`src/rtl/qam_pkg.sv`:
```
// Shared definitions for the CIC x8 interpolator rate sequencer: rate codes,
// sequencer states and the rate-to-decimation-exponent helper.
package qam_pkg;

  localparam logic [1:0] RATE_9600  = 2'b00;
  localparam logic [1:0] RATE_19200 = 2'b01;
  localparam logic [1:0] RATE_38400 = 2'b10;
  localparam logic [1:0] RATE_76800 = 2'b11;

  localparam int BASE_DIV_DEF = 18;

  typedef enum logic [1:0] {
    CLEAR = 2'd0,
    RUN   = 2'd1,
    DRAIN = 2'd2,
    FLUSH = 2'd3
  } state_e;

  // Slower rates stretch the CIC period by 2^k base periods.
  function automatic logic [1:0] rate_to_k(input logic [1:0] rate);
    return 2'd3 - rate;
  endfunction

endpackage

```
`src/rtl/cic_ce_gen.sv`:
```
// Clock-enable generator: prescaler, rate counter and symbol phase producing
// registered cic_ce (8x baud) and filt_ce (baud) strobes.
module cic_ce_gen
  import qam_pkg::*;
#(
  parameter int BASE_DIV = BASE_DIV_DEF,
  parameter int PRE_W    = 13
) (
  input  logic       clk,
  input  logic       rst,
  input  logic       clear,
  input  logic       run_en,
  input  logic       filt_en,
  input  logic [1:0] k,
  output logic       cic_ce,
  output logic       filt_ce,
  output logic [2:0] phase
);

  localparam logic [PRE_W-1:0] PRE_LAST = PRE_W'(BASE_DIV - 1);
  localparam logic [PRE_W-1:0] PRE_AHEAD = PRE_W'(BASE_DIV - 2);

  logic [PRE_W-1:0] pre_q, pre_d;
  logic [2:0]       rcnt_q, rcnt_d;
  logic [2:0]       phase_q, phase_d;
  logic             cic_ce_q, cic_ce_d;
  logic             filt_ce_q, filt_ce_d;
  logic [2:0]       mask;
  logic             tick;

  // Strobes are decided one cycle early (pre one short of wrap) so the
  // registered cic_ce lands exactly on the tick cycle.
  always_comb begin
    mask      = 3'((4'd1 << k) - 4'd1);
    tick      = run_en && (pre_q == PRE_LAST);
    pre_d     = pre_q;
    rcnt_d    = rcnt_q;
    phase_d   = phase_q;
    cic_ce_d  = 1'b0;
    filt_ce_d = 1'b0;
    if (clear) begin
      pre_d   = '0;
      rcnt_d  = '0;
      phase_d = '0;
    end else if (run_en) begin
      pre_d = tick ? '0 : pre_q + 1'b1;
      if (tick) begin
        rcnt_d = rcnt_q + 3'd1;
      end
      if (cic_ce_q) begin
        phase_d = phase_q + 3'd1;
      end
      cic_ce_d  = (pre_q == PRE_AHEAD) && ((rcnt_q & mask) == mask);
      filt_ce_d = cic_ce_d && (phase_q == 3'd0) && filt_en;
    end
  end

  always_ff @(posedge clk or posedge rst) begin
    if (rst) begin
      pre_q     <= '0;
      rcnt_q    <= '0;
      phase_q   <= '0;
      cic_ce_q  <= 1'b0;
      filt_ce_q <= 1'b0;
    end else begin
      pre_q     <= pre_d;
      rcnt_q    <= rcnt_d;
      phase_q   <= phase_d;
      cic_ce_q  <= cic_ce_d;
      filt_ce_q <= filt_ce_d;
    end
  end

  assign cic_ce  = cic_ce_q;
  assign filt_ce = filt_ce_q;
  assign phase   = phase_q;

endmodule

```
`src/rtl/cic_rate_ctrl.sv`:
```
// Rate sequencer for the I/Q CIC x8 interpolators: strobe generation plus a
// safe baud-rate change (drain to symbol end, zero flush, CIC reset, resume).
module cic_rate_ctrl
  import qam_pkg::*;
#(
  parameter int BASE_DIV      = BASE_DIV_DEF,
  parameter int FLUSH_SAMPLES = 16,
  parameter int CLEAR_CYCLES  = 2,
  parameter int PRE_W         = 13
) (
  input  logic       clk,
  input  logic       rst,
  input  logic       cfg_valid,
  input  logic [1:0] cfg_rate,
  output logic       cfg_ready,
  output logic       cic_ce,
  output logic       filt_ce,
  output logic       data_gate,
  output logic       cic_sync_rst,
  output logic [1:0] active_rate,
  output logic       busy,
  output state_e     dbg_state
);

  localparam int FC_W = $clog2(FLUSH_SAMPLES) + 1;
  localparam int CC_W = $clog2(CLEAR_CYCLES) + 1;
  localparam logic [FC_W-1:0] FLUSH_LAST = FC_W'(FLUSH_SAMPLES - 1);
  localparam logic [CC_W-1:0] CLEAR_LAST = CC_W'(CLEAR_CYCLES - 1);

  state_e          state_q, state_d;
  logic [1:0]      rate_q, rate_d;
  logic [1:0]      pend_q, pend_d;
  logic [FC_W-1:0] flush_q, flush_d;
  logic [CC_W-1:0] clr_q, clr_d;
  logic            cfg_ready_q, busy_q, data_gate_q, cic_sync_rst_q;
  logic            accept;
  logic            gen_cic_ce;
  logic            gen_filt_ce;
  logic [2:0]      gen_phase;

  cic_ce_gen #(
    .BASE_DIV(BASE_DIV),
    .PRE_W   (PRE_W)
  ) u_ce_gen (
    .clk    (clk),
    .rst    (rst),
    .clear  (state_q == CLEAR),
    .run_en (state_q != CLEAR),
    .filt_en(state_d != FLUSH),
    .k      (rate_to_k(rate_q)),
    .cic_ce (gen_cic_ce),
    .filt_ce(gen_filt_ce),
    .phase  (gen_phase)
  );

  // Handshake: a request transfers on any cycle with cfg_valid && cfg_ready;
  // cfg_ready is registered and high only while in RUN, so a request held
  // across a rate change is taken on the first RUN cycle after it.
  assign accept = cfg_valid && cfg_ready_q;

  always_comb begin
    state_d = state_q;
    rate_d  = rate_q;
    pend_d  = pend_q;
    flush_d = flush_q;
    clr_d   = clr_q;
    case (state_q)
      CLEAR: begin
        if (clr_q == CLEAR_LAST) begin
          state_d = RUN;
          rate_d  = pend_q;
          clr_d   = '0;
        end else begin
          clr_d = clr_q + 1'b1;
        end
      end
      RUN: begin
        if (accept && (cfg_rate != rate_q)) begin
          pend_d  = cfg_rate;
          state_d = DRAIN;
        end
      end
      DRAIN: begin
        if (gen_cic_ce && (gen_phase == 3'd7)) begin
          state_d = FLUSH;
          flush_d = '0;
        end
      end
      FLUSH: begin
        if (gen_cic_ce) begin
          if (flush_q == FLUSH_LAST) begin
            state_d = CLEAR;
            clr_d   = '0;
          end else begin
            flush_d = flush_q + 1'b1;
          end
        end
      end
      default: state_d = CLEAR;
    endcase
  end

  // Status outputs are registered from the next state so they line up with
  // the state they describe.
  always_ff @(posedge clk or posedge rst) begin
    if (rst) begin
      state_q        <= CLEAR;
      rate_q         <= RATE_9600;
      pend_q         <= RATE_9600;
      flush_q        <= '0;
      clr_q          <= '0;
      cfg_ready_q    <= 1'b0;
      busy_q         <= 1'b1;
      data_gate_q    <= 1'b1;
      cic_sync_rst_q <= 1'b1;
    end else begin
      state_q        <= state_d;
      rate_q         <= rate_d;
      pend_q         <= pend_d;
      flush_q        <= flush_d;
      clr_q          <= clr_d;
      cfg_ready_q    <= (state_d == RUN);
      busy_q         <= (state_d != RUN);
      data_gate_q    <= (state_d == FLUSH) || (state_d == CLEAR);
      cic_sync_rst_q <= (state_d == CLEAR);
    end
  end

  assign cfg_ready    = cfg_ready_q;
  assign busy         = busy_q;
  assign data_gate    = data_gate_q;
  assign cic_sync_rst = cic_sync_rst_q;
  assign active_rate  = rate_q;
  assign cic_ce       = gen_cic_ce;
  assign filt_ce      = gen_filt_ce;
  assign dbg_state    = state_q;

endmodule

```
`config.mk`:
```
export PLATFORM = sky130hd
export DESIGN_NAME = cic_rate_ctrl
export DESIGN_NICKNAME = d
export VERILOG_FILES = /design/src/rtl/qam_pkg.sv /design/src/rtl/cic_ce_gen.sv /design/src/rtl/cic_rate_ctrl.sv
export SDC_FILE = /design/constraint.sdc
export NUM_CORES = 1
export LEC_CHECK = 0
export BUFFER_PORTS_ARGS = -buffer_cell sky130_fd_sc_hd__buf_2
export CAP_MARGIN = 20
export CORE_ASPECT_RATIO = 1.1
export CORE_MARGIN = 5
export CORE_UTILIZATION = 25
export DETAILED_ROUTE_END_ITERATION = 8
export GPL_TIMING_DRIVEN = 0
export SYNTH_ARGS = -nofsm -noshare
export SYNTH_HDL_FRONTEND = slang
export SYNTH_SLANG_ARGS = --single-unit
```
`constraint.sdc`:
```
create_clock -name clk -period 4.6 [get_ports clk]
set_input_delay 0.46 -clock clk [delete_from_list [all_inputs] [get_ports clk]]
set_output_delay 0.46 -clock clk [all_outputs]
set_load 0.03 [all_outputs]
```
## Word-level counts from Yosys, hierarchy flattened

Index checks and enable logic that the tools add are counted.

| operators by class | value |
|---|---|
| mux-type cells | 27 |
| bitwise gates (word level) | 1 |
| add/sub/neg operators | 7 |
| equal/unequal tests | 18 |
| reduce and logical (&&, ||, !) cells | 23 |
| shifts and indexed selects | 1 |

Operators by type and width:

| cell | number |
|---|---|
| 13-bit two-way mux | 3 |
| 13-bit by 5-bit equality test with 1-bit output (second input constant) | 2 |
| 3-bit two-way mux | 6 |
| 2-bit two-way mux | 8 |
| 5-bit two-way mux | 3 |
| 13-bit by 1-bit adder with 13-bit output (second input constant) | 1 |
| 2-bit nonzero test | 6 |
| 5-bit one-hot mux with 2 select lines | 1 |
| 2-bit != test (second input constant) | 4 |
| 2-bit one-hot mux with 4 select lines | 1 |
| 2-bit AND reduction | 4 |
| 1-bit logical AND | 7 |
| 3-bit by 1-bit adder with 3-bit output (second input constant) | 2 |
| 2-bit by 1-bit equality test with 1-bit output (second input constant) | 3 |
| 2-bit equality test (second input constant) | 3 |
| 5-bit by 1-bit adder with 5-bit output (second input constant) | 1 |
| 5-bit by 4-bit equality test with 1-bit output (second input constant) | 1 |
| 2-bit logical NOT | 2 |
| 1-bit two-way mux | 4 |
| 2-bit by 1-bit != test with 1-bit output (second input constant) | 2 |
| 2-bit one-hot mux with 2 select lines | 1 |
| 4-bit AND reduction | 1 |
| 3-bit AND | 1 |
| 3-bit equality test | 1 |
| other kinds (9) | 9 |

| word-level totals | value |
|---|---|
| word-level logic and storage cells | 91 |
| register bits | 38 |
| output and inout port bits | 10 |
| bits of input ports | 5 |

## Longest topological paths before layout

Gate-level depths: netlist of run 1.

| depth | value |
|---|---|
| depth after elaboration | 10 |
| gate-level depth with buffers | 10 |
| depth with buffers taken out | 9 |

## Modules after synthesis

From an unflattened synthesis of run 1, not the netlist that was laid out.

| unflattened totals | value |
|---|---|
| cell total of the unflattened synthesis | 203 |
| area, all modules | 2129.5 um^2 |

By module, submodules not included:

| module | sequential area each (um^2) | area an instance (um^2) | cells each | times used |
|---|---|---|---|---|
| cic_ce_gen | 525.5 | 1207.4 | 120 | 1 |
| cic_rate_ctrl | 429.2 | 922.1 | 83 | 1 |

## Worst setup path after synthesis of run 1

Ideal clock, no wire load.

| path | value |
|---|---|
| kind | register to register |
| start point | register flush_q[0] |
| end point | register u_ce_gen.filt_ce_q, in the netlist u_ce_gen.filt_ce |
| path buffers | 1 |
| clock period less this slack | 2.280 ns |
| stages on the path, launching flop included | 11 |
| path slack | 2.320 ns |
| required time | 4.489 ns |
| arrival time | 2.169 ns |
| library setup time | 0.111 ns |
| path through | dfrtp_1 -> ha_1 -> and3_1 -> ha_1 -> clkbuf_1 -> a31oi_1 -> a221o_1 -> ha_1 -> nor2_1 -> nand2_1 -> a2111oi_2 |

| between the ends | value |
|---|---|
| longest elaborated chain between the ends | 8 |

Ends and longest elaborated chain:

| element | RTL line | RTL |
|---|---|---|
| start: declaration | cic_rate_ctrl.sv:33 | `logic [FC_W-1:0] flush_q, flush_d;` |
| start signal: assignment | cic_rate_ctrl.sv:120 | `flush_q <= flush_d;` |
| 5-bit by 4-bit equality test with 1-bit output | cic_rate_ctrl.sv:91 | `if (flush_q == FLUSH_LAST) begin` |
| 2-bit two-way mux | cic_rate_ctrl.sv:91 |  |
| 2-bit two-way mux | cic_rate_ctrl.sv:90 | `if (gen_cic_ce) begin` |
| 2-bit one-hot mux with 4 select lines | cic_rate_ctrl.sv:67 | `case (state_q)` |
| net state_d[0] | cic_rate_ctrl.sv:30 | `state_e state_q, state_d;` |
| 2-bit != test | cic_rate_ctrl.sv:49 | `.filt_en(state_d != FLUSH),` |
| 1-bit logical AND | cic_ce_gen.sv:54 | `filt_ce_d = cic_ce_d && (phase_q == 3'd0) && filt_en;` |
| 1-bit two-way mux | cic_ce_gen.sv:45 | `end else if (run_en) begin` |
| 1-bit two-way mux | cic_ce_gen.sv:41 | `if (clear) begin` |
| net u_ce_gen.filt_ce_d | cic_ce_gen.sv:27 | `logic filt_ce_q, filt_ce_d;` |
| end signal: assignment | cic_ce_gen.sv:70 | `filt_ce_q <= filt_ce_d;` |
| end: declaration | cic_ce_gen.sv:27 |  |

The timed path passes the listed nets, and every way through them passes these cells.
A chain may end at the register's enable or synchronous reset.

## Worst setup path after layout of run 1

Ends and elaborated chain as after synthesis.

==> results_dict.tcl, run 1 <==
set metrics [dict create \
    status "finished, final reports clean" \
    io_buffers 14 \
    cts_max_level 2 \
    coreArea_sq_um 7910 \
    yosysMostFrequentCell "dfrtp_1" \
    cp_common_cell "ha_1" \
    synthCells 192 \
    highest_layer "met4" \
    critPathBufInv 1 \
    synth_edf_count 0 \
    cp-end-kind "register" \
    fill_cells 855 \
    final_area_sq_um 2310 \
    clockBufferDepth 2 \
    grt_pass1_wl_um 6870 \
    firstDrtPassIters 4 \
    ir_drop_mv 0.114 \
    yosys_warnings 0 \
    antenna_found_initial 0 \
    drive_above_1_share_pct 20.1 \
    ios 15 \
    avgSynthCellArea_sq_um 10.6 \
    synth_cell_type_count 47 \
    power_frac_seq_pct 43.3 \
    synth_top_area_share_pct 43.2 \
    crit_slowest_cell "dfrtp_1" \
    ant_nets 0 \
    synth-main-ff-cell "dfrtp_1" \
    slowest_delay_ps 420 \
    cts_setup_buffers 0 \
    max_freq_mhz 372 \
    diodes 0 \
    route.met2.wl_um 2020 \
    cts_hold_buf 0 \
    synth.top_cells.by_count "dfrtp_1, ha_1, inv_1, nand2_1, o21ai_0" \
    syn-cell-area_sq_um 2030 \
    wl_met3_um 155 \
    gp_congestion 0.722 \
    worstMarginPinSlew_ps 832 \
    hold_viol 0 \
    crit_type "register to register" \
    powerDensity_nw_per_um2 472 \
    initial_core_util_pct 25.6 \
    power_frac_comb_pct 35.8 \
    finClkSkew_ps 19.4 \
    finalSetupViolCount 0 \
    dpl_cell_area_sq_um 2230 \
    fin_crit_sh_pct 58.4 \
    clk_pin_slew_ps 90 \
    tritoncts "yes" \
    syn2layout_area_growth_pct 14.2 \
    seq_area_sq_um 955 \
    grt_usage_pct 8.52 \
    grt_start_max_net_pins 39 \
    startpoint_type "register" \
    drc 0 \
    syn-num-nets 209 \
    maxCapViolations 0 \
    wl_per_cell_um 12.7 \
    yosysTopAreaCell "dfrtp_1" \
    clock_latency_ps 300 \
    cell_internal_pwr_uw 666 \
    critPathMaxFanout 10 \
    globalRouteOverflowTotal 0 \
    ys_seq_area_share_pct 47.1 \
    power.leakage_nw 1.02 \
    vias_per_cell 4.74 \
    die_w_um 95.8 \
    p_sw_uw 425 \
    die_h_um 104 \
    crit_chain "ha_1 -> and3_1 -> ha_1 -> clkbuf_1 -> a31oi_1 -> a221o_1 -> ha_1 -> nor2_1 -> nand2_1 -> a2111oi_2" \
    yosys-top-cells-area "dfrtp_1, ha_1, dfstp_2" \
    slew_violations 0 \
    wirelength_um 4090 \
    placementRows 34 \
    cts.sinks 38 \
    holdCritPathClass "input port to asynchronous set/reset pin" \
    grt_pass1_vias 1497 \
    multiInputGateArea_sq_um 1000 \
    ys_ff_latch 38 \
    sw_frac_of_total_pct 39.0 \
    critPathTopFamily "compound AO/OA/AOI/OAI gates" \
    fin_nets 230 \
    via_count 1525 \
    dieArea_sq_um 10000 \
    clkPwrFrac_pct 20.8 \
    wl_met1_um 1870 \
    hpwlAfterDp_um 2910 \
    final_util_pct 29.2 \
    cts_resized 0 \
    worstPathArrival_ps 2870 \
    async_flop_share_pct 100 \
    drt_iter0_markers 55 \
    required_ps 4780 \
    finalCriticalPeriod_ps 2690 \
    slew_headroom_pct 44.1 \
    cts-root-buf "clkbuf_8" \
    tns_ps 0 \
    numCtsBuffers 5 \
    rsz0062_at_grt "false" \
]
==> worst register-to-register path, delay by kind of cell (launching register included) <==
| family | cells | cell delay, ps |
|---|---|---|
| AO/OA/AOI/OAI | 3 | 950 |
| adder cells (fa/ha/maj) | 3 | 550 |
| AND/OR/NAND/NOR | 3 | 320 |
| buffers and inverters | 1 | 330 |
| flip-flops | 1 | 420 |
==> routing by layer <==
metal | GRT usage (%) | up-vias
li1 | - | 746
met1 | 11.0 | 756
met2 | 13.6 | 17
met3 | 2.82 | 6
met4 | 2.13 | 0
met5 | 0 | -
==> layout make-up <==
cell class | instances | share of cell area, %
clock buffers | 6 | 3.14
clock inverters | 2 | 0.433
flip-flops and latches | 38 | 41.3
repair buffers | 14 | 3.03
inverters | 12 | 1.95
plain buffers | 6 | 1.14
well taps | 108 | 5.84
multi-input cells | 136 | 43.2
==> power by group through the flow <==
stage                     logic (mW)  clock network [mW]  registers [mW]
after floorplan                0.244                   0           0.523
after global placement         0.391                   0           0.478
after detailed placement       0.396                   0           0.481
after CTS                      0.399               0.237           0.474
after global routing           0.437               0.248           0.484
final                          0.391               0.227           0.473
==> cells in the final DEF (no fill, tap or decap), types with 2 or more instances in the layout <==
cell type	Yosys	final
clkbuf_8	0	5
and3_1	6	6
nor2_1	8	8
o21ai_0	10	10
ha_1	12	12
a21oi_1	5	5
dfstp_2	3	3
nand4_1	4	4
or2_2	3	3
or3_2	2	2
mux2_2	5	5
or3_1	5	5
or3b_2	3	3
a211oi_1	5	5
nand3_1	6	6
o211ai_1	2	2
clkinv_2	0	2
o21bai_1	2	2
inv_1	12	11
nor4_1	2	2
xor2_1	3	3
nor3_1	5	5
nand2b_1	3	3
xnor2_1	3	3
a22o_1	4	4
nand2_1	12	12
clkbuf_1	5	6
dfrtp_1	35	35
buf_2	0	14
mux2i_1	5	5
nor3b_1	2	2
a21o_1	2	2
==> kinds of logic after synthesis <==
family,count (synthesis),synth area share (%)
adders and majority gates,12,7.41
DFF,38,47.1
muxes,10,5.25
and+or+nand+nor,71,21.1
AOI/OAI and AO/OA,37,13.0
buffers and inverters,18,3.52
xor gates and xnor gates,6,2.59
==> through the flow <==
step | hold WS [ps] | worst slack (ps) | std cells | power [mW]
4_1_cts | 346 | 1900 | 322 | 1.11
5_1_grt | 390 | 1670 | 322 | 1.17
2_1_floorplan | 475 | 2320 | 192 | 0.768
3_3_place_gp | 482 | 1980 | 314 | 0.869
6_report | 303 | 1910 | 322 | 1.09
3_5_place_dp | 490 | 1930 | 314 | 0.877
==> registers in the layout (all words and copies together) (netlist names), 2 cells and up <==
register,count
u_ce_gen.phase,3
clr_q,2
active_rate,2
u_ce_gen.rcnt_q,3
flush_q,5
pend_q,2
u_ce_gen.pre_q,13
dbg_state,2
==> path summary, 6_finish.rpt <==
kind | from | to | slack [ps] | depth (start not counted)
worst max-delay path | flush_q[0]$_DFFE_PP0P_ | u_ce_gen.filt_ce$_DFF_PP0_ | 1910 | 10
max in group asynchronous | rst | u_ce_gen.pre_q[6]$_DFF_PP0_ | 3750 | 2
worst min-delay path | rst | u_ce_gen.phase[0]$_DFFE_PP0P_ | 300 | 2
worst max register to register | flush_q[0]$_DFFE_PP0P_ | u_ce_gen.filt_ce$_DFF_PP0_ | 1910 | 10
worst min register to register | pend_q[0]$_DFFE_PP0P_ | active_rate[0]$_DFFE_PP0P_ | 500 | 1
min in group clk | cfg_rate[1] | pend_q[1]$_DFFE_PP0P_ | 440 | 2
Power figures use the tool's default switching activity.
==> inputs of run 2 (changes only) <==
==> constraint.sdc (replaced) <==
create_clock -name clk -period 2.3 [get_ports clk]
set_input_delay 0.23 -clock clk [delete_from_list [all_inputs] [get_ports clk]]
set_output_delay 0.23 -clock clk [all_outputs]
set_load 0.03 [all_outputs]
==> run 2 against run 1 <==
Clock power increased by 100%. Sequential power increased by 100%. Critical path depth decreased by 1. Core utilization increased by 1.1 points. Fmax increased by 25%. Sequential cell count unchanged.
==> results_dict.tcl, run 2 (synthesized netlist as in run 1, its figures left out) <==
set metrics [dict create \
    initial_core_util_pct 25.6 \
    hpwlAfterDp_um 2910 \
    most-common-layout-cells "dfrtp_1, buf_2, nand2_1" \
    finalCriticalPeriod_ps 2150 \
    wl_per_cell_um 12.8 \
    grt_pass1_vias 1504 \
    busiest_layer "met2" \
    grt_util_met1_pct 11.3 \
    fin_crit_sh_pct 93.6 \
    largest_reg_flops 13 \
    cts.sinks 38 \
    globalRouteOverflowTotal 0 \
    via_count 1552 \
    firstDrtPassIters 3 \
    syn2layout_area_growth_pct 18.5 \
    dpl_cell_area_sq_um 2230 \
    required_ps 2500 \
    power.leakage_nw 1.06 \
    clock_latency_ps 300 \
    dp_cells 314 \
    top_regs "u_ce_gen.pre_q (13), flush_q (5)" \
    io_buffers 14 \
    drive_above_1_share_pct 25.5 \
    cts-root-buf "clkbuf_8" \
    fin_nets 236 \
    finalSetupViolCount 0 \
    critPathMaxFanout 3 \
    maxCapViolations 0 \
    numCtsBuffers 5 \
    startpoint_type "register" \
    grt_usage_pct 8.70 \
    antenna_found_initial 0 \
    max_freq_mhz 465 \
    rsz0062_at_grt "false" \
    cts_hold_buf 0 \
    slew_violations 0 \
    placementRows 34 \
    diodes 0 \
    coreArea_sq_um 7910 \
    instances_no_fill 328 \
    grt_start_max_net_pins 39 \
    hold_viol 0 \
    worstMarginPinSlew_ps 831 \
    gp_congestion 0.722 \
    powerDensity_nw_per_um2 925 \
    holdCritPathClass "input port to asynchronous set/reset pin" \
    ant_nets 0 \
    crit_type "register to register" \
    vias_per_cell 4.73 \
    wirelength_um 4200 \
    worstPathArrival_ps 2350 \
    grtUsageMet3_pct 2.82 \
    final_common_cell "dfrtp_1" \
    status "finished, final reports clean" \
    ios 15 \
    grt_pass1_wl_um 7000 \
    dieArea_sq_um 10000 \
    ir_drop_mv 0.227 \
    tritoncts "yes" \
    die_w_um 95.8 \
    cts_max_level 2 \
    clockBufferDepth 2 \
    met2_usage_pct 13.9 \
    slew_headroom_pct 44.1 \
    clk_pin_slew_ps 90 \
    final_area_sq_um 2400 \
    cp-end-kind "register" \
    drt_iter0_markers 53 \
    finClkSkew_ps 16.9 \
    largest_register "u_ce_gen.pre_q" \
    die_h_um 104 \
    drc 0 \
]
## run 2: report_power, final
group	switching, mW	total, mW	internal, mW
Sequential	0.129	0.945	0.816
Clock	0.244	0.455	0.210
Combinational	0.492	0.822	0.331
## run 2: path summary, 6_finish.rpt
check	startpoint	to	slack (ps)	cells past startpoint
setup / recovery	flush_q[1]$_DFFE_PP0P_	u_ce_gen.filt_ce$_DFF_PP0_	150	9
setup reg to reg	flush_q[1]$_DFFE_PP0P_	u_ce_gen.filt_ce$_DFF_PP0_	150	9
max in group asynchronous	rst	u_ce_gen.pre_q[6]$_DFF_PP0_	1690	2
hold / removal	rst	u_ce_gen.phase[0]$_DFFE_PP0P_	70	2
hold reg to reg	pend_q[0]$_DFFE_PP0P_	active_rate[0]$_DFFE_PP0P_	510	1
min in group clk	cfg_rate[0]	pend_q[0]$_DFFE_PP0P_	210	2
## run 2: cell type report
type                            instances  area, sq um
Clock inverter                          2         10.0
Sequential cell                        38          955
Multi-Input combinational cell        136         1040
Fill cell                             849         5510
Timing Repair Buffer                   21          123
Inverter                               12         45.0
Tap cell                              108          135
Buffer                                  5         25.0
Clock buffer                            6         72.6
## run 2: routing by layer
metal,wire (um),vias up
met4,35,0
met5,0,-
met3,141,6
met1,1960,776
met2,2060,15
li1,-,755
## run 2: per-stage QoR
step	utilization [%]	total power, mW	TNS, ps	setup WS, ps	hold slack [ps]
CTS	29.8	2.25	0	17.6	116
global route	30.3	2.38	0	14.2	158
detailed placement	28.2	1.75	-367	-367	448
floorplan	-	1.54	0	20.0	382
finish	30.3	2.22	0	148	70.1
global placement	28.2	1.74	-323	-323	482
## run 2: worst max-delay path, cell delays in order, from the launching register on
cell and delay (ps):
dfrtp_1 370, ha_2 200, and3_4 200, ha_4 140, a31oi_1 110, a221o_1 340
ha_1 190, nor2_1 80, nand2_1 90, a2111oi_4 330
## run 2: timing repair
item                                    4_1_cts  5_1_grt
endpoints found under the setup margin        1        1
setup buffers                                 3        4
pin swaps                                     1        2
gates resized for setup                       3        7
gates cloned                                  0        0
==> inputs of run 3 (changes only) <==
==> constraint.sdc (replaced) <==
create_clock -name clk -period 1.9 [get_ports clk]
set_input_delay 0.19 -clock clk [delete_from_list [all_inputs] [get_ports clk]]
set_output_delay 0.19 -clock clk [all_outputs]
set_load 0.03 [all_outputs]
==> run 3 against run 2 <==
The run now ends with negative setup slack left. Total power grew 32%. Global-route usage grew 0.78 points. First-iteration DRC count grew 13%. Design area grew 5.6%. Combinational power grew 35%. Critical path type unchanged.
==> results_dict.tcl, run 3 (synthesized netlist as in run 1, its figures left out) <==
set metrics [dict create \
    worstMarginPinSlew_ps 822 \
    rsz0062_at_grt "true" \
    tns_ps -182 \
    cts_hold_buf 0 \
    via_count 1588 \
    setup_ws_ps -182 \
    numCtsBuffers 5 \
    finalSetupViolCount 1 \
    hpwlAfterDp_um 2880 \
    die_w_um 95.8 \
    critPathMaxFanout 4 \
    critPathTopFamily "compound AO/OA/AOI/OAI gates" \
    design_power_total_mw 2.93 \
    antenna_found_initial 0 \
    slew_headroom_pct 45.1 \
    grt_pass1_vias 1632 \
    ant_nets 0 \
    tritoncts "yes" \
    clk_pin_slew_ps 70 \
    maxCapViolations 0 \
    most-common-layout-cells "dfrtp_1, buf_2, nand2_1" \
    placementRows 34 \
    clock_latency_ps 290 \
    wl_per_cell_um 13.0 \
    ios 15 \
    coreArea_sq_um 7910 \
    crit_slowest_cell "dfrtp_1" \
    hold_viol 0 \
    fin_nets 239 \
    finClkSkew_ps 6.36 \
    drive_above_1_share_pct 32.3 \
    gp_congestion 0.756 \
    dieArea_sq_um 10000 \
    wirelength_um 4310 \
    powerDensity_nw_per_um2 1150 \
    cts-root-buf "clkbuf_8" \
    top_regs "u_ce_gen.pre_q (13), flush_q (5)" \
    holdCritPathClass "input port to asynchronous set/reset pin" \
    fin_crit_sh_pct 110 \
    crit_chain "ha_2 -> and3_4 -> ha_4 -> a31oi_4 -> a221o_1 -> ha_2 -> nor2_1 -> nand2_1 -> a2111oi_4" \
    firstDrtPassIters 4 \
    worstPathArrival_ps 2270 \
    clockBufferDepth 2 \
    cp_common_cell "ha_2" \
    drc 0 \
    ir_drop_mv 0.339 \
    max_freq_mhz 480 \
    diodes 0 \
    vias_per_cell 4.80 \
    crit_type "register to register" \
    startpoint_type "register" \
    required_ps 2090 \
    cp-end-kind "register" \
    grt_usage_pct 9.48 \
    grt_start_max_net_pins 39 \
    final_util_pct 32.0 \
    violations "negative setup slack" \
    power.leakage_nw 1.08 \
    initial_core_util_pct 25.6 \
    slew_violations 0 \
    final_common_cell "dfrtp_1" \
    dp_slack_ps -463 \
    status "complete, but fails checks" \
    drt_iter0_markers 60 \
    grt_pass1_wl_um 7600 \
    critPathBufInv 0 \
    finalCriticalPeriod_ps 2080 \
    cts.sinks 38 \
    globalRouteOverflowTotal 0 \
    slowest_delay_ps 370 \
    die_h_um 104 \
    largest_register "u_ce_gen.pre_q" \
    largest_reg_flops 13 \
    cts_max_level 2 \
    io_buffers 14 \
    syn2layout_area_growth_pct 25.1 \
]
-- run 3: cell types whose count changed in the layout (fill, tap and decap cells not counted), sizes merged --
cell	change
buf	+3
clkbuf	-1
bufinv	+1
-- run 3: final timing paths --
path,slack [ps],start,to,cells past startpoint
setup reg to reg,-180,flush_q[0]$_DFFE_PP0P_,u_ce_gen.filt_ce$_DFF_PP0_,9
hold / removal,60,rst,u_ce_gen.pre_q[3]$_DFF_PP0_,2
max in group asynchronous,1260,rst,u_ce_gen.pre_q[8]$_DFF_PP0_,2
min in group clk,160,cfg_rate[1],pend_q[1]$_DFFE_PP0P_,2
hold reg to reg,510,pend_q[0]$_DFFE_PP0P_,active_rate[0]$_DFFE_PP0P_,1
setup / recovery,-180,flush_q[0]$_DFFE_PP0P_,u_ce_gen.filt_ce$_DFF_PP0_,9
-- run 3: layout make-up --
cell class | instances | area (sq um)
Multi-Input combinational cell | 136 | 1120
Buffer | 5 | 25.0
Clock buffer | 5 | 68.8
Timing Repair Buffer | 24 | 146
Clock inverter | 3 | 40.0
Sequential cell | 38 | 956
Tap cell | 108 | 135
Fill cell | 838 | 5380
Inverter | 12 | 45.0
-- run 3: where the power goes --
group / internal (mW) / switching [mW] / total, mW
Clock: 0.386 / 0.285 / 0.672
Sequential: 0.988 / 0.161 / 1.15
Combinational: 0.443 / 0.664 / 1.11
-- run 3: stage by stage --
stage               cells  cell area (sq um)  hold WS (ps)
floorplan             192               2070           342
detailed placement    314               2280           408
finish                331               2530          62.8
CTS                   328               2480          84.0
global route          331               2530           132
global placement      314               2280           452
-- run 3: metal layers --
metal / vias up / global-route usage (%) / wire (um)
met3: 7 / 2.89 / 161
met2: 25 / 15.6 / 2140
met1: 793 / 11.5 / 1950
met4: 0 / 3.35 / 64
met5: - / 0 / 0
li1: 763 / - / -
-- run 3: timing repair --
action                                  in CTS  in global routing
endpoints found under the setup margin      14                 17
gates resized for setup                     11                  8
buffers inserted                             7                  3
pin swaps                                   10                  4
cloned                                       0                  1
-- run 3: worst reg2reg max path: stages (launching register included) --
cell and delay, ps:
dfrtp_1 370, ha_2 190, and3_4 190, ha_4 160, a31oi_4 90, a221o_1 370, ha_2 180, nor2_1 80
nand2_1 80, a2111oi_4 280
